[config.mk]
export PLATFORM = sky130hd
export DESIGN_NAME = dbus_arbiter
export DESIGN_NICKNAME = d
export VERILOG_FILES = /design/src/rtl/dbus_arbiter.sv
export SDC_FILE = /design/constraint.sdc
export NUM_CORES = 1
export LEC_CHECK = 0
export CAP_MARGIN = 10
export CORE_AREA = 2 2 149 151
export DETAILED_ROUTE_END_ITERATION = 8
export DIE_AREA = 0 0 151 153
export PLACE_DENSITY_LB_ADDON = 0.12
export SLEW_MARGIN = 15
export SYNTH_ARGS = -nofsm -noshare
export SYNTH_HDL_FRONTEND = slang
export SYNTH_SLANG_ARGS = --single-unit
[constraint.sdc]
create_clock -name clk_i -period 2.8 [get_ports clk_i]
set_input_delay 0.28 -clock clk_i [delete_from_list [all_inputs] [get_ports clk_i]]
set_output_delay 0.28 -clock clk_i [all_outputs]
set_load 0.01 [all_outputs]
[src/rtl/dbus_arbiter.sv]
// Two-port data-bus arbiter: CPU dbus (port 0) and display DMA (port 1) share one memory port.
// Define DBUS_ARB_RR_EN for round-robin tie breaking; otherwise port 0 has fixed priority.
module dbus_arbiter #(
    parameter int ADDR_W = 32,
    parameter int DATA_W = 32
) (
    input  logic                clk_i,
    input  logic                rst_ni,

    input  logic                p0_valid_i,
    output logic                p0_ready_o,
    input  logic [ADDR_W-1:0]   p0_addr_i,
    input  logic                p0_we_i,
    input  logic [DATA_W-1:0]   p0_wdata_i,
    input  logic [DATA_W/8-1:0] p0_wstrb_i,
    output logic                p0_rvalid_o,
    output logic [DATA_W-1:0]   p0_rdata_o,
    output logic [31:0]         p0_cnt_o,

    input  logic                p1_valid_i,
    output logic                p1_ready_o,
    input  logic [ADDR_W-1:0]   p1_addr_i,
    input  logic                p1_we_i,
    input  logic [DATA_W-1:0]   p1_wdata_i,
    input  logic [DATA_W/8-1:0] p1_wstrb_i,
    output logic                p1_rvalid_o,
    output logic [DATA_W-1:0]   p1_rdata_o,
    output logic [31:0]         p1_cnt_o,

    output logic                mem_valid_o,
    output logic [ADDR_W-1:0]   mem_addr_o,
    output logic                mem_we_o,
    output logic [DATA_W-1:0]   mem_wdata_o,
    output logic [DATA_W/8-1:0] mem_wstrb_o,
    input  logic                mem_ready_i,
    input  logic                mem_rvalid_i,
    input  logic [DATA_W-1:0]   mem_rdata_i
);

    // state | meaning
    // IDLE  | no transaction outstanding, arbitrate and accept one command
    // CMD   | command presented on mem_*, waiting for mem_ready_i
    // RSP   | read accepted by memory, waiting for mem_rvalid_i
    typedef enum logic [1:0] {IDLE, CMD, RSP} state_t;

    state_t              state_q, state_d;
    logic                grant1;
    logic                accept;
    logic                rd_done;
    logic                owner_q;
    logic                rvalid0_q, rvalid1_q;
    logic [DATA_W-1:0]   rdata_q;
    logic [31:0]         p0_cnt_q, p1_cnt_q;

`ifdef DBUS_ARB_RR_EN
    logic last_q;

    // last_q resets to port 1 so the first tie goes to port 0
    always_ff @(posedge clk_i or negedge rst_ni) begin
        if (!rst_ni) begin
            last_q <= 1'b1;
        end else if (accept) begin
            last_q <= grant1;
        end
    end

    assign grant1 = p1_valid_i & (~p0_valid_i | ~last_q);
`else
    assign grant1 = p1_valid_i & ~p0_valid_i;
`endif

    always_ff @(posedge clk_i or negedge rst_ni) begin
        if (!rst_ni) begin
            state_q <= IDLE;
        end else begin
            state_q <= state_d;
        end
    end

    always_comb begin
        state_d    = state_q;
        accept     = 1'b0;
        rd_done    = 1'b0;
        p0_ready_o = 1'b0;
        p1_ready_o = 1'b0;
        case (state_q)
            IDLE: begin
                if (rst_ni && (p0_valid_i || p1_valid_i)) begin
                    accept     = 1'b1;
                    p0_ready_o = ~grant1;
                    p1_ready_o = grant1;
                    state_d    = CMD;
                end
            end
            CMD: begin
                if (mem_ready_i) begin
                    if (mem_we_o) begin
                        state_d = IDLE;
                    end else if (mem_rvalid_i) begin
                        rd_done = 1'b1;
                        state_d = IDLE;
                    end else begin
                        state_d = RSP;
                    end
                end
            end
            RSP: begin
                if (mem_rvalid_i) begin
                    rd_done = 1'b1;
                    state_d = IDLE;
                end
            end
            default: state_d = IDLE;
        endcase
    end

    always_ff @(posedge clk_i or negedge rst_ni) begin
        if (!rst_ni) begin
            owner_q     <= 1'b0;
            mem_valid_o <= 1'b0;
            mem_addr_o  <= '0;
            mem_we_o    <= 1'b0;
            mem_wdata_o <= '0;
            mem_wstrb_o <= '0;
            rvalid0_q   <= 1'b0;
            rvalid1_q   <= 1'b0;
            rdata_q     <= '0;
            p0_cnt_q    <= '0;
            p1_cnt_q    <= '0;
        end else begin
            rvalid0_q <= rd_done & ~owner_q;
            rvalid1_q <= rd_done & owner_q;
            if (rd_done) begin
                rdata_q <= mem_rdata_i;
            end
            // mem_* payload is left in place after completion; only mem_valid_o drops
            if (accept) begin
                owner_q     <= grant1;
                mem_valid_o <= 1'b1;
                mem_addr_o  <= grant1 ? p1_addr_i  : p0_addr_i;
                mem_we_o    <= grant1 ? p1_we_i    : p0_we_i;
                mem_wdata_o <= grant1 ? p1_wdata_i : p0_wdata_i;
                mem_wstrb_o <= grant1 ? p1_wstrb_i : p0_wstrb_i;
            end else if (state_q == CMD && mem_ready_i) begin
                mem_valid_o <= 1'b0;
            end
            if (p0_valid_i && p0_ready_o) begin
                p0_cnt_q <= p0_cnt_q + 32'd1;
            end
            if (p1_valid_i && p1_ready_o) begin
                p1_cnt_q <= p1_cnt_q + 32'd1;
            end
        end
    end

    assign p0_rvalid_o = rvalid0_q;
    assign p1_rvalid_o = rvalid1_q;
    assign p0_rdata_o  = rdata_q;
    assign p1_rdata_o  = rdata_q;
    assign p0_cnt_o    = p0_cnt_q;
    assign p1_cnt_o    = p1_cnt_q;

endmodule

# [Word-level counts from Yosys, hierarchy flattened]
# Index checks and enable logic that the tools add are counted.
# W data, S select, Z words.
[word_totals] register_bits=171 inputBits=176
[op_classes] addsub=2 n_reduce_logical=8 bitwise_logic=6 mux=22 eq_ne=5
[ops] operator="$add A32 B1 Y32 const B" n=2
[ops] operator="$mux W32" n=2
[ops] operator="$mux W1" n=12
[ops] operator="$mux W2" n=5
[ops] operator="$ne A2 B2 Y1 const B" n=3
[ops] operator="$pmux W2 S3" n=1
[ops] operator="$logic_and A1 B1 Y1" n=4
[ops] operator="$mux W4" n=1
[ops] operator="$and A1 B1 Y1" n=3
[ops] operator="$not A1 Y1" n=3
[ops] operator="$reduce_and A3 Y1" n=1
[ops] operator="$eq A2 B1 Y1 const B" n=1
[ops] operator="$eq A2 B2 Y1 const B" n=1
[ops] operator="$logic_not A2 Y1" n=1
[ops] operator="$pmux W1 S2" n=1
[ops] operator="$reduce_bool A2 Y1" n=1
[ops] operator="$logic_or A1 B1 Y1" n=1

# [Depth between registers and ports, before layout]
[depth] depth_word=6 ltp_mapped=10 ltp_nobuf=8

# [Worst setup path before layout]
# Ideal clock, no wire load.
[synth_path] kind="reg2reg" from="reg state_q[0]" to="reg p1_cnt_q[24] (netlist: p1_cnt_o[24])" path_slack_ps=963 setup_ps=128 t_arrival_ps=1709 stages_incl_launch_ff=8 required_time_ps=2672 path_buffers=0 cell_sequence="dfrtp_1 > inv_1 > ha_1 > and4b_1 > and4_4 > nand3_2 > or3_4 > xnor2_2"
[synth_via] elab_chain_len=3
[synth_rtl] element="start: declaration" line="46" source="state_t state_q, state_d;"
[synth_rtl] element="start signal: assignment" line="76" source="state_q <= state_d;"
[synth_rtl] element="$logic_not A2 Y1" line="86" source="case (state_q)"
[synth_rtl] element="$mux W1" line="86"
[synth_rtl] element="$logic_and A1 B1 Y1" line="150" source="if (p1_valid_i && p1_ready_o) begin"
[synth_rtl] element="end signal: assignment" line="151" source="p1_cnt_q <= p1_cnt_q + 32'd1;"
[synth_rtl] element="end: declaration" line="53" source="logic [31:0] p0_cnt_q, p1_cnt_q;"
# Every way passes these cells.
# A chain may end at the register's enable or synchronous reset.

# [Worst setup path in the final report]
[layout_path] from="reg state_q[1]" to="out p1_ready_o"
[layout_via] elab_chain_len=2
[layout_rtl] element="$logic_not A2 Y1" line="86"
[layout_rtl] element="$mux W1" line="86"
[layout_rtl] element="end: declaration" line="21" source="output logic p1_ready_o,"
# Every way passes these cells.

==> reports/metrics.json <==
{
  "cts_hold_buf": {"value": 1},
  "buffers_from_clock_root_to_sink_at_most": {"value": 2},
  "cpMaxStageDelayCell": {"value": "clkdlybuf4s50_1"},
  "drc_errors": {"value": 0},
  "max_layer_used": {"value": "met4"},
  "period_share": {"value": 0.877},
  "drt_pre_antenna_iters": {"value": 4},
  "power.static_leakage": {"value": 5.54, "unit": "nW"},
  "dr_wl_met3": {"value": 2.09, "unit": "mm"},
  "finalHoldViolCount": {"value": 0},
  "clk_pin_slew_worst_paths": {"value": 0.06, "unit": "ns"},
  "synth_edf_count": {"value": 0},
  "placedCellCount": {"value": 1282},
  "final_instance_area": {"value": 12200, "unit": "µm²"},
  "num_cts_buffers": {"value": 17},
  "tns": {"value": 0, "unit": "ns"},
  "total_chip_power": {"value": 10.4, "unit": "mW"},
  "synth_compound_gate_area_share": {"value": 0.0506},
  "drt-total-wl": {"value": 22.5, "unit": "mm"},
  "setup_violations": {"value": 0},
  "initialDrtViolationCount": {"value": 211},
  "ir_drop": {"value": 0.426, "unit": "mV"},
  "post_route_cells_drive_above_1_share": {"value": 0.0879},
  "wl_per_cell": {"value": 17.1, "unit": "µm"},
  "number_of_violations_of_the_max_capacitance_limit": {"value": 0},
  "gp_congestion": {"value": 0.780},
  "path_class": {"value": "reg -> out"},
  "synth_xor_area_frac": {"value": 0.0709},
  "setup_repair_after_global_routing_missed_its_margin": {"value": "false"},
  "synth_cell_types": {"value": 37},
  "grt_max_degree": {"value": 108},
  "class_of_the_tightest_hold_or_removal_check": {"value": "in -> async"},
  "starting_utilization_of_the_core_area": {"value": 0.361},
  "core.rowCount": {"value": 54},
  "synthDominantAreaCellType": {"value": "dfrtp_1"},
  "synthAdderAreaFrac": {"value": 0.00806},
  "antenna_violating_nets_post_route": {"value": 0},
  "worstSkewPairLatency": {"value": 0.43, "unit": "ns"},
  "synth.net_count": {"value": 862},
  "cts_setup_buffers": {"value": 0},
  "post_layout_nonfiller_instances": {"value": 1315},
  "post-place-ws": {"value": 0.544, "unit": "ns"},
  "startpoint_type": {"value": "register"},
  "synth.area.mux_share": {"value": 0.137},
  "seq_total_area_yosys": {"value": 0.551},
  "mostFrequentLayoutCells": {"value": "376 x clkdlybuf4s50_1, 171 x dfrtp_1, 94 x nand2_1"},
  "maximum_clock_skew_at_final_layout": {"value": 0.0121, "unit": "ns"},
  "antenna_found_initial": {"value": 0},
  "min_cycle_time_layout": {"value": 2.46, "unit": "ns"},
  "chipHeight": {"value": 153, "unit": "µm"},
  "clk_root_buffer_cell": {"value": "clkbuf_16"},
  "met2WireLength": {"value": 11.2, "unit": "mm"},
  "cp_cell_sequence": {"value": "inv_1 -> ha_1 -> and4b_1 -> buf_4 -> clkdlybuf4s50_1"},
  "relSlewSlack": {"value": 0.446},
  "cell_types_occupying_the_most_area_after_synthesis": {"value": "dfrtp_1 55%, mux2i_1 8.9%, mux2_2 4.8%, o21ai_0 4.6%, xnor2_1 4.6%"},
  "cp_data_arrival_time": {"value": 2.18, "unit": "ns"},
  "route.detailed.vias_per_inst": {"value": 4.61},
  "r2r_setup_slack": {"value": 0.67, "unit": "ns"},
  "netlist_area": {"value": 7770, "unit": "µm²"},
  "max_clk_rate": {"value": 407, "unit": "MHz"},
  "grt_pass1_wl": {"value": 34.6, "unit": "mm"},
  "met1Wirelength": {"value": 8.94, "unit": "mm"},
  "ys_warn_count": {"value": 0},
  "die_area": {"value": 23100, "unit": "µm²"},
  "status": {"value": "complete, no violations"},
  "ioPinCount": {"value": 378},
  "grt_overflow_total": {"value": 0},
  "synth-main-ff-cell": {"value": "dfrtp_1"},
  "synthSimpleGateAreaFrac": {"value": 0.126},
  "post-route-worst-setup-slack": {"value": 0.344, "unit": "ns"},
  "number_of_global_route_vias_before_repair": {"value": 6050},
  "layout.cells.most_common": {"value": "clkdlybuf4s50_1"},
  "horizontal_die_dimension": {"value": 151, "unit": "µm"},
  "dpl_cell_area": {"value": 11600, "unit": "µm²"},
  "timing.critical_path.required": {"value": 2.52, "unit": "ns"},
  "postSynth.asyncResetShare": {"value": 1.00},
  "cts_repair_resize_count": {"value": 0},
  "dp.final_hpwl": {"value": 17.1, "unit": "mm"},
  "final_max_slew_viol_count": {"value": 0},
  "vias": {"value": 6066},
  "track_usage": {"value": 0.197},
  "critPathMaxFanout": {"value": 10},
  "core-area": {"value": 21500, "unit": "µm²"},
  "synth_top_cell_area_share": {"value": 0.551},
  "clock_sink_count": {"value": 171},
  "pwr_density_cell": {"value": 853, "unit": "nW/µm²"},
  "n_antenna_cell": {"value": 0},
  "synthCells": {"value": 681},
  "nets": {"value": 1203},
  "slowest_delay": {"value": 0.55, "unit": "ns"},
  "end_kind": {"value": "output pin"},
  "areaGrowthSynthToFinish": {"value": 57.1, "unit": "%"},
  "synthesis.area_per_instance": {"value": 11.4, "unit": "µm²"},
  "tritoncts": {"value": "built"},
  "main_combinational_cell_family_by_area_after_synthesis": {"value": "multiplexers"},
  "io_buffer_count": {"value": 377},
  "ys_ff_latch": {"value": 171},
  "tightest_slew": {"value": 0.831, "unit": "ns"},
  "cts-htree-levels": {"value": 4}
}
==> sequential cells by signal, summed over array words and instances, names as in the netlist <==
register and count:
mem_addr_o 32, mem_wdata_o 32, p0_cnt_o 32, p0_rdata_o 32, p1_cnt_o 32, mem_wstrb_o 4
state_q 2, mem_valid_o 1, mem_we_o 1, owner_q 1, p0_rvalid_o 1, p1_rvalid_o 1
==> critical path, delay by kind of cell, from the launching register on <==
kind | cells | cell delay (ns)
AND/OR/NAND/NOR | 1 | 0.28
flip-flops | 1 | 0.38
buffers and inverters | 3 | 0.84
adder cells (fa/ha/maj) | 1 | 0.25
==> power by group <==
| part | total, mW | internal, mW | switching [mW] | leakage (nW) |
|---|---|---|---|---|
| Combinational | 4.15 | 2.42 | 1.73 | 3.05 |
| Sequential | 3.83 | 3.26 | 0.563 | 2.19 |
| Clock | 2.42 | 1.37 | 1.06 | 0.294 |
| Total | 10.4 | 7.05 | 3.35 | 5.54 |
==> path summary, 6_finish.rpt <==
check                                      from        endpoint  depth (start not counted)
worst max-delay path                 state_q[1]      p1_ready_o                          5
worst min-delay path                     rst_ni      state_q[0]                          2
min in group clk_i              mem_rdata_i[12]  p0_rdata_o[12]                          2
worst min register to register     p1_cnt_o[31]    p1_cnt_o[31]                          1
worst max register to register       state_q[1]    p0_cnt_o[28]                          8
max in group asynchronous                rst_ni  mem_wdata_o[5]                          3
==> synthesized netlist by cell type, types with 4 or more instances <==
master,instances
nor3_2,4
dfrtp_1,171
inv_1,9
nor2_1,19
clkbuf_1,9
mux2_2,33
nand2_1,94
xor2_1,20
and2_1,5
ha_1,5
o21ai_0,72
nand3_1,20
buf_4,38
xnor2_1,41
mux2i_1,69
buf_2,16
and3_1,14
nand4_1,15
==> final cells by class <==
cell class / count / area, µm²
clock buffer: 19 / 443
multi-input combinational: 437 / 3060
timing repair buffer: 385 / 3870
inverter: 10 / 37.5
clock inverter: 13 / 159
sequential: 171 / 4280
tap: 280 / 350
fill: 1902 / 9280
==> stage by stage <==
step	hold WS, ns	utilization
floorplan	-0.0156	-
CTS	0.204	0.568
global route	0.210	0.568
finish	0.218	0.568
detailed placement	0.0885	0.539
global placement	0.0893	0.539
==> kinds of logic after synthesis <==
kind of cell,count (synthesis)
flops,171
compound gates,77
buf+inv,73
xor+xnor,62
simple gates,191
fa+ha+maj,5
mux,102
==> routing by layer <==
layer,global-route usage,vias up
met4,0.0512,0
met5,0,-
met1,0.233,2877
met2,0.329,202
li1,-,2973
met3,0.0848,14
(Power assumes the default switching activity.)
